## config.mk

```make
export PLATFORM = sky130hd
export DESIGN_NAME = miriscv_periph
export DESIGN_NICKNAME = d
export VERILOG_FILES = /design/src/rtl/miriscv_periph.sv
export SDC_FILE = /design/constraint.sdc
export NUM_CORES = 1
export LEC_CHECK = 0
export ABC_AREA = 1
export CAP_MARGIN = 20
export CORE_UTILIZATION = 32
export DETAILED_ROUTE_END_ITERATION = 7
export PLACE_DENSITY_LB_ADDON = 0.05
export SLEW_MARGIN = 0
export SYNTH_ARGS = -nofsm -noshare
export SYNTH_HDL_FRONTEND = slang
export SYNTH_SLANG_ARGS = --single-unit
export TNS_END_PERCENT = 100
```

## constraint.sdc

```tcl
create_clock -name clk -period 1.6 [get_ports clk]
set_input_delay 0.24 -clock clk [delete_from_list [all_inputs] [get_ports clk]]
set_output_delay 0.24 -clock clk [all_outputs]
set_load 0.05 [all_outputs]
```

## src/rtl/miriscv_periph.sv

```systemverilog
// Peripheral block for the miriscv core: address decode, LED register and a
// scanning interrupt controller. Optional macro MIRISCV_PERIPH_LED_BE_EN makes
// LED writes honour byte enables; by default an LED write replaces all 32 bits.
module miriscv_periph #(
    parameter logic [31:0] RAM_SIZE = 32'd4096,
    parameter logic [31:0] LED_ADDR = 32'h8000_0000,
    parameter logic [31:0] SW_ADDR  = 32'h8000_1000
) (
    input  logic        clk,
    input  logic        rst_i,
    input  logic [31:0] addr,
    input  logic        req,
    input  logic        we,
    input  logic [3:0]  be,
    input  logic [31:0] wdata,
    output logic        we_m,
    output logic        req_m,
    output logic        we_d1,
    output logic [1:0]  rdsel,
    output logic [31:0] led_q,
    input  logic [31:0] mie,
    input  logic [31:0] int_req,
    input  logic        int_rst,
    output logic        irq,
    output logic [31:0] mcause,
    output logic [31:0] int_fin,
    output logic        dbg_state_o,
    output logic [4:0]  dbg_cnt_o
);

    typedef enum logic {
        IDLE    = 1'b0,
        PENDING = 1'b1
    } irq_state_e;

    irq_state_e  state_q;
    logic [4:0]  cnt_q;
    logic [31:0] led_d;
    logic        mem_hit;
    logic        led_hit;
    logic        sw_hit;
    logic        led_we;
    logic [31:0] masked_req;

    // The core bus has no backpressure: req/we/be/wdata qualify an access in
    // the very cycle they are presented, and every target accepts it at once.
    assign mem_hit = (addr < RAM_SIZE);
    assign led_hit = (addr[31:2] == LED_ADDR[31:2]);
    assign sw_hit  = (addr[31:2] == SW_ADDR[31:2]);

    assign req_m  = req & mem_hit;
    assign we_m   = we & req & mem_hit;
    assign we_d1  = we & req & sw_hit;
    assign led_we = we & req & led_hit;

    always_comb begin
        rdsel = 2'b11;
        if (mem_hit) begin
            rdsel = 2'b00;
        end else if (led_hit) begin
            rdsel = 2'b01;
        end else if (sw_hit) begin
            rdsel = 2'b10;
        end
    end

`ifdef MIRISCV_PERIPH_LED_BE_EN
    always_comb begin
        led_d = led_q;
        if (led_we) begin
            for (int n = 0; n < 4; n++) begin
                if (be[n]) begin
                    led_d[8*n +: 8] = wdata[8*n +: 8];
                end
            end
        end
    end
`else
    logic unused_be;
    assign unused_be = ^be;

    always_comb begin
        led_d = led_q;
        if (led_we) begin
            led_d = wdata;
        end
    end
`endif

    always_ff @(posedge clk) begin
        if (rst_i) begin
            led_q <= 32'b0;
        end else begin
            led_q <= led_d;
        end
    end

    assign masked_req = int_req & mie;

    // Round-robin scan: one line is inspected per cycle, so the controller
    // never needs a priority encoder across all 32 lines.
    always_ff @(posedge clk) begin
        if (rst_i) begin
            state_q <= IDLE;
            cnt_q   <= 5'd0;
            irq     <= 1'b0;
            mcause  <= 32'b0;
            int_fin <= 32'b0;
        end else begin
            int_fin <= 32'b0;
            case (state_q)
                IDLE: begin
                    if (masked_req[cnt_q]) begin
                        state_q <= PENDING;
                        irq     <= 1'b1;
                        mcause  <= {27'b0, cnt_q};
                    end else begin
                        cnt_q <= cnt_q + 5'd1;
                    end
                end
                PENDING: begin
                    if (int_rst) begin
                        state_q <= IDLE;
                        irq     <= 1'b0;
                        mcause  <= 32'b0;
                        int_fin <= 32'b1 << cnt_q;
                        cnt_q   <= cnt_q + 5'd1;
                    end
                end
                default: state_q <= IDLE;
            endcase
        end
    end

    assign dbg_state_o = state_q;
    assign dbg_cnt_o   = cnt_q;

endmodule

```

==> results.ini <==
[global_routing]
grt_pass1_vias=3664
antenna_found_initial=0
grt_max_degree=33
grt_usage_pct=20.0
grt_pass1_wl_um=17700
gr-total-overflow=0

[floorplanning]
core_um2=10400
io_pins=245
die_area_um2=11200
start_util_pct=33.2
core.rowCount=37
chipHeight_um=106
die_w_um=106

[place]
hpwl_um=8620
dpl_cell_area_um2=5750
port_buffers=211
place_congestion=0.834
dpl_worst_slack_ns=-0.554
place_inst=827

[logic_synthesis]
ys.flop_type=dfxtp_1
ys_warn_count=0
syn_area_per_cell_um2=7.40
ys_ff_latch=76
ys_seq_area_share_pct=43.9
synthesis.area_um2=3460
ys_async_sr_fraction_pct=0
synth.distinct_cells=29
synth_edf_count=0
syn_inst=468

[clock_network]
cts_buffer_depth=2
cts_made_buffers=9
clkTransAtPathRegs_ns=0.08
clock_sinks=76
holdBufCountCts=0
clkLatencyLatePin_ns=0.34
cts_root_buffer=clkbuf_8
htreeDepth=3
cts_tree=done

[detailed_routing]
viasPerCell=4.62
drt-wirelength-per-cell_um=13.7
final_antenna_net_count=0
drc=0
routed_wirelength_um=11800
num_vias=4005
drt_pre_antenna_iters=4
drt_iter0_drc=166

[final_layout]
design_area_um2=6420
final_common_cell=buf_4
nets=869
final_cells=867
antenna_cells=0
fin_util_pct=61.7
nFillCells=966
layout_common_cells=buf_4, clkdlybuf4s50_1, dfxtp_1, nand2_1, nor2_1
area_growth_pct=85.6
drive_above_1_share_pct=32.4

[critical_path]
crit_fanout=8
crit_path_start_kind=flip-flop
required_ns=1.89
reg2reg_depth=12
critical_path_arrival_ns=2.07
end_kind=flip-flop
crit_type=flip-flop to flip-flop

[pwr]
swShare_pct=37.4
pwr-share-clk_pct=24.5
p_int_mw=4.17
leakage_nw=2.78
pwr-share-comb_pct=44.3
seqPwrFrac_pct=31.1
peakVddDrop_uv=784
power.density_nw_per_um2=1040
p_sw_mw=2.49
p_total_mw=6.66

[sta]
tns_ns=-2.39
maxSlewViolCount=0
period_share_pct=111
rsz0062_at_grt=true
hold_slack_ns=0.489
setup_ws_ns=-0.183
fin_skew_ns=0.00866
clock.fmax_mhz=561
setup_viol=17
hold_violations=0
min_period_ns=1.78

[hold_path]
min_path_cells=2
min_path_type=flip-flop to flip-flop

[outcome]
violations=negative setup slack
status=finished with violations

[flow_run]
drv_cap=0

## sequential cells by signal, indices dropped and copies added, names as in the netlist
name / flops
led_q: 32
int_fin: 32
irq: 1
dbg_state_o: 1
mcause: 5
dbg_cnt_o: 5
## cells by family after synthesis
| group | synth area share (%) |
|---|---|
| AO/OA/AOI/OAI | 12.0 |
| flip-flops | 43.9 |
| AND/OR/NAND/NOR | 29.7 |
| other | 0.108 |
| buffers and inverters | 12.1 |
| adder cells (fa/ha/maj) | 2.17 |
## layout make-up
class / instances / area, um^2 / area share, %
Timing Repair Buffer: 267 / 2480 / 38.6
Multi-Input combinational cell: 345 / 1900 / 29.6
Sequential cell: 76 / 1530 / 23.9
Tap cell: 136 / 170 / 2.65
Clock buffer: 11 / 141 / 2.20
Inverter: 26 / 108 / 1.67
Clock inverter: 5 / 85.1 / 1.32
Timing Repair inverter: 1 / 8.76 / 0.136
## critical path: stages, from the launching register on
cell and delay [ns]:
dfxtp_4 0.36, buf_6 0.13, buf_12 0.13, nand2_4 0.04, nand2_2 0.04, nand2_1 0.05
nand2_1 0.07, nand2_1 0.07, nand2_2 0.06, o21ai_4 0.28, nand3_4 0.21, buf_4 0.19
a21oi_2 0.09
## per-layer routing
layer | up-vias | global-route usage (%) | part of all wire [%]
li1 | 2016 | - | -
met1 | 1814 | 23.9 | 43
met2 | 165 | 36.4 | 50
met3 | 10 | 3.80 | 6.0
met4 | 0 | 5.26 | 1.1
met5 | - | 0 | 0
## worst paths after layout
path | startpoint | end | slack (ns)
max | dbg_cnt_o[0] | irq | -0.18
min | led_q[25] | led_q[25] | 0.49
max reg2reg | dbg_cnt_o[0] | irq | -0.18
min reg2reg | led_q[25] | led_q[25] | 0.49
## cells in the mapped netlist (5+ instances only)
cell type | instances | area share (%)
dfxtp_1 | 76 | 44
nand3_1 | 42 | 6.1
buf_2 | 5 | 0.72
clkbuf_1 | 13 | 1.4
nand2_1 | 75 | 8.1
nor2_1 | 64 | 6.9
a21oi_1 | 43 | 6.2
nor3_1 | 31 | 4.5
inv_1 | 23 | 2.5
ha_1 | 6 | 2.2
buf_4 | 28 | 6.1
o21ai_0 | 32 | 4.6
nand4_1 | 8 | 1.4
## power groups by stage
stage,logic [mW],registers (mW),clock network (mW)
finish,2.95,2.07,1.63
global route,3.20,2.09,1.76
floorplan,1.29,2.36,0
detailed placement,2.37,2.16,0
global placement,2.35,2.16,0
CTS,2.83,2.07,1.68
## repair_timing
action,in CTS,in global routing
resized for setup,115,25
setup endpoints to repair,19,49
pin swaps,48,33
cloned,3,1
setup buffers,16,5
Note: power is estimated with default switching activity, not from simulation.
